===== src/rtl/accum_sum7_pkg.sv =====
// Shared definitions for the batch accumulator and its ripple adder.
package sum_pkg;

  localparam int WIDTH_DEF = 7;
  localparam int N_OPS_MAX = 15;

  typedef enum logic {
    ACC  = 1'b0,
    DONE = 1'b1
  } state_e;

endpackage


===== src/rtl/rca_add.sv =====
// Parameterised ripple-carry adder: s = a + b + ci, carry-out on co.
module rca_add #(
  parameter int WIDTH = 7
) (
  input  logic [WIDTH-1:0] a,
  input  logic [WIDTH-1:0] b,
  input  logic             ci,
  output logic [WIDTH-1:0] s,
  output logic             co
);

  logic [WIDTH:0] carry;

  // Ripple the carry from bit 0 upwards, one full adder per bit
  always_comb begin
    carry    = '0;
    s        = '0;
    carry[0] = ci;
    for (int i = 0; i < WIDTH; i++) begin
      s[i]       = a[i] ^ b[i] ^ carry[i];
      carry[i+1] = (a[i] & b[i]) | (carry[i] & (a[i] ^ b[i]));
    end
  end

  assign co = carry[WIDTH];

endmodule


===== src/rtl/accum_sum7.sv =====
// Batch accumulator: adds N_OPS operands through the ripple adder, counts
// carry-outs, and offers the registered batch total on a valid/ready port.
module accum_sum7
  import sum_pkg::*;
#(
  parameter  int WIDTH = WIDTH_DEF,
  parameter  int N_OPS = 4,
  localparam int CW    = $clog2(N_OPS + 1)
) (
  input  logic             clk,
  input  logic             rst_n,
  input  logic             clr,
  input  logic             in_valid,
  output logic             in_ready,
  input  logic [WIDTH-1:0] in_data,
  input  logic             in_ci,
  output logic             out_valid,
  input  logic             out_ready,
  output logic [WIDTH-1:0] out_sum,
  output logic [CW-1:0]    out_cnt,
  output logic             busy
);

  state_e           state_q, state_d;
  logic [WIDTH-1:0] acc_q, acc_d;
  logic [CW-1:0]    op_cnt_q, op_cnt_d;
  logic [CW-1:0]    car_cnt_q, car_cnt_d;
  logic [WIDTH-1:0] out_sum_q, out_sum_d;
  logic [CW-1:0]    out_cnt_q, out_cnt_d;
  logic             out_valid_q, out_valid_d;

  logic [WIDTH-1:0] acc_next;
  logic             add_co;
  logic             accept;
  logic [CW-1:0]    car_next;

  rca_add #(
    .WIDTH(WIDTH)
  ) u_add (
    .a  (acc_q),
    .b  (in_data),
    .ci (in_ci),
    .s  (acc_next),
    .co (add_co)
  );

  assign car_next = car_cnt_q + CW'(add_co);
  assign accept   = (state_q == ACC) && in_valid && !clr;

  // Next-state and register updates; clr outranks both accept and handshake
  always_comb begin
    state_d     = state_q;
    acc_d       = acc_q;
    op_cnt_d    = op_cnt_q;
    car_cnt_d   = car_cnt_q;
    out_sum_d   = out_sum_q;
    out_cnt_d   = out_cnt_q;
    out_valid_d = out_valid_q;
    unique case (state_q)
      ACC: begin
        if (clr) begin
          acc_d     = '0;
          op_cnt_d  = '0;
          car_cnt_d = '0;
        end else if (accept) begin
          acc_d     = acc_next;
          car_cnt_d = car_next;
          op_cnt_d  = op_cnt_q + CW'(1);
          if (op_cnt_q == CW'(N_OPS - 1)) begin
            state_d     = DONE;
            out_sum_d   = acc_next;
            out_cnt_d   = car_next;
            out_valid_d = 1'b1;
          end
        end
      end
      DONE: begin
        if (clr || out_ready) begin
          state_d     = ACC;
          out_valid_d = 1'b0;
          acc_d       = '0;
          op_cnt_d    = '0;
          car_cnt_d   = '0;
        end
      end
      default: state_d = ACC;
    endcase
  end

  // State, accumulator, counters and result registers
  always_ff @(posedge clk or negedge rst_n) begin
    if (!rst_n) begin
      state_q     <= ACC;
      acc_q       <= '0;
      op_cnt_q    <= '0;
      car_cnt_q   <= '0;
      out_sum_q   <= '0;
      out_cnt_q   <= '0;
      out_valid_q <= 1'b0;
    end else begin
      state_q     <= state_d;
      acc_q       <= acc_d;
      op_cnt_q    <= op_cnt_d;
      car_cnt_q   <= car_cnt_d;
      out_sum_q   <= out_sum_d;
      out_cnt_q   <= out_cnt_d;
      out_valid_q <= out_valid_d;
    end
  end

  assign in_ready  = (state_q == ACC);
  assign out_valid = out_valid_q;
  assign out_sum   = out_sum_q;
  assign out_cnt   = out_cnt_q;
  assign busy      = (op_cnt_q != '0) || out_valid_q;

endmodule


===== config.mk =====
export PLATFORM = sky130hd
export DESIGN_NAME = accum_sum7
export DESIGN_NICKNAME = d
export VERILOG_FILES = /design/src/rtl/accum_sum7_pkg.sv /design/src/rtl/rca_add.sv /design/src/rtl/accum_sum7.sv
export SDC_FILE = /design/constraint.sdc
export NUM_CORES = 1
export LEC_CHECK = 0
export CORE_MARGIN = 4
export CORE_UTILIZATION = 45
export CTS_CLUSTER_SIZE = 20
export DETAILED_ROUTE_END_ITERATION = 7
export GPL_TIMING_DRIVEN = 0
export PLACE_DENSITY = 0.8
export SYNTH_ARGS = -nofsm -noshare
export SYNTH_HDL_FRONTEND = slang
export SYNTH_SLANG_ARGS = --single-unit
export TNS_END_PERCENT = 10

===== constraint.sdc =====
create_clock -name clk -period 3.4 [get_ports clk]
set_input_delay 0.68 -clock clk [delete_from_list [all_inputs] [get_ports clk]]
set_output_delay 0.68 -clock clk [all_outputs]
set_load 0.01 [all_outputs]

==> flow_summary.yaml <==
outcome:
  status: "complete, no violations"
routing:
  drc: 0
  post_drt_wl_per_cell_um: 14.8
  totalWireLength_mm: 2.40
  drt_iter0_markers: 9
  vias: 822
  antenna_left: 0
  dr.pass1.iters: 2
  viasPerCell: 5.07
finish:
  final_area_mm2: 0.00161
  fill_cells: 207
  layout-drive-gt1-share_pct: 27.3
  area_growth_pct: 29.8
  antenna-diode-count: 0
  num-nets-final: 158
sta:
  rsz0062_at_grt: "true"
  fin_worst_skew_ns: 0.00467
  setup_violations: 0
  timing.fmax_ghz: 0.296
  period_share_pct: 99.4
  hold_viol_final: 0
  worstMarginPinSlew_ns: 1.09
  slew_headroom_pct: 27.0
  hold_slack_ns: 0.494
  fin_crit_ns: 3.38
  slew_viol_final: 0
clocking:
  clk_latency_ns: 0.32
  cts_max_level: 1
  ctsLongestPathBuffers: 2
  cts-root-buf: "clkbuf_4"
  ctsHoldBuffers: 0
  cts.sinks: 25
  clkTransAtPathRegs_ns: 0.13
  cts_buffers: 3
  tritoncts: "done"
critical_path:
  critPathRequiredTime_ns: 3.62
  critPathArrivalTime_ns: 3.60
  critical_path.top_delay_family: "adder cells"
  crit_type: "in -> reg"
  crit_top_cell: "fa_2"
  cp_slowest_stage_delay_ns: 0.37
  worstPathCellList: "buf_6 -> inv_4 -> fa_2 -> inv_2 -> fa_2 -> inv_2 -> fa_2 -> inv_2 -> fa_2 -> inv_2 -> fa_2 -> fa_2 -> inv_2 -> fa_2 -> ha_4 -> ha_4 -> mux2_2"
  crit_path_end_kind: "flop"
  cp_max_fo: 2
  r2r_slack_ns: 0.09
  crit_slowest_cell: "fa_2"
  path_buf_inv: 7
  start_kind: "input pin"
die:
  die_height_um: 60.5
  row_count: 18
  core_mm2: 0.00254
  die_x_um: 60.5
  dieArea_mm2: 0.00367
  start_util_pct: 48.8
  io_pins: 26
run:
  drv_cap: 0
place:
  placed_cell_area_mm2: 0.00154
  place.detailed.hpwl_mm: 1.75
  gp_congestion: 0.746
  portBuffers: 25
synthesis:
  ys_seq_area_share_pct: 50.4
  yosysWarnings: 0
  synth_common_cells: "dfrtp_1 (25), inv_1 (18), nand2_1 (9)"
  synth.area.top_cells: "dfrtp_1 (50%), fa_1 (11%), inv_1 (5.4%), mux2_2 (5.4%), ha_1 (5.0%)"
  synth.distinct_cells: 20
  synth_ff_type: "dfrtp_1"
  synth_cells: 102
  synth_top_area_cell: "dfrtp_1"
  synthArstFlopShare_pct: 100
  syn_area_per_cell_um2: 12.2
  syn_area_mm2: 0.00124
  synth.most_common_cell: "dfrtp_1"
  synth_seq_cells: 25
  synth_edf_count: 0
  synth_top_area_share_pct: 50.4
  syn_nets: 127
global_routing:
  grt_pass1_vias: 909
  grt_start_max_net_pins: 26
  grt_pass1_wl_mm: 4.16
  grt_usage_pct: 15.5
  antenna_found_initial: 0
  overflow: 0
power:
  leakage_uw: 0.000741
  ir_drop_mv: 0.321
  p_per_area_mw_per_mm2: 439
worst_hold_path:
  min_path_type: "reg -> reg"
logic make-up after synthesis:
family,share of synthesized area (%)
AO/OA/AOI/OAI,11.9
flip-flops,50.4
multiplexers,5.44
XOR/XNOR,0.705
AND/OR/NAND/NOR,8.06
adder cells (fa/ha/maj),16.3
buffers and inverters,7.25
layout make-up:
type                    instances  area, um2  share of cell area [%]
flip-flops and latches         25        626                    38.8
multi-input cells              55        569                    35.3
repair buffers                 26        259                    16.1
inverters                      18       72.6                    4.50
well taps                      30       37.5                    2.33
clock buffers                   4       26.3                    1.63
plain buffers                   4       22.5                    1.40
layer usage:
layer	track usage, %	share of wire (%)	up-vias
met5	0	0	-
met4	5.57	1.2	0
met3	3.62	6.1	4
met2	24.2	47	23
met1	21.4	46	403
li1	-	-	392
registers in the layout, indices dropped and copies added (netlist names):
signal     flops
out_cnt        3
car_cnt_q      3
op_cnt_q       3
state_q        1
out_sum        7
out_valid      1
acc_q          7
cell usage in the layout, fill, tap and decap left out, drive strengths merged:
master / instances
or3b: 1
inv: 18
clkbuf: 4
clkdlybuf4s50: 22
buf: 7
mux2: 6
a211oi: 1
o2bb2ai: 5
nand2: 9
dfrtp: 25
and2b: 1
a211o: 1
dlygate4sd2: 1
fa: 7
ha: 5
nor3b: 2
nor2: 2
xnor2: 1
nor2b: 1
o21ai: 6
nand4bb: 1
a22o: 6
repair_timing:
action                                  CTS  global route
pin swaps                                 9            10
gates cloned                              0             0
resized for setup                        28             1
endpoints found under the setup margin    8             8
buffers inserted                          1             0
endpoints found under the hold margin     0             0
path summary, 6_finish.rpt:
| check | start | to | cells after the start |
|---|---|---|---|
| max in group asynchronous | rst_n | acc_q[5]$_DFFE_PN0P_ | 1 |
| worst min register to register | out_sum[5]$_DFFE_PN0P_ | out_sum[5]$_DFFE_PN0P_ | 2 |
| min in group asynchronous | rst_n | out_sum[3]$_DFFE_PN0P_ | 1 |
| worst max register to register | acc_q[0]$_DFFE_PN0P_ | out_cnt[1]$_DFFE_PN0P_ | 16 |
| worst max-delay path | in_data[0] | out_cnt[1]$_DFFE_PN0P_ | 17 |
| worst min-delay path | out_sum[5]$_DFFE_PN0P_ | out_sum[5]$_DFFE_PN0P_ | 2 |
worst register-to-register path: cells and delay by family (launching register included):
family,cells,cell delay [ns]
buffers and inverters,6,0.32
multiplexers,1,0.25
flip-flops,1,0.39
adder cells (fa/ha/maj),9,2.25
stage by stage:
step	power, uW	std cells	utilization (%)	setup slack, ns	TNS [ns]
after floorplan	464	102	-	-0.236	-0.951
after global placement	561	157	60.3	-0.874	-6.38
after detailed placement	571	157	60.3	-0.909	-6.76
after CTS	716	162	63.3	-0.140	-0.375
after global routing	757	162	63.4	-0.0462	-0.0988
final	709	162	63.4	0.0191	0
report_power, final:
part	internal [uW]	leakage [uW]	switching, uW
clock	45.9	0.0000150	87.4
combinational	119	0.000388	92.2
sequential	338	0.000338	26.3
total	503	0.000741	206
Note: power is estimated with default switching activity, not from simulation.
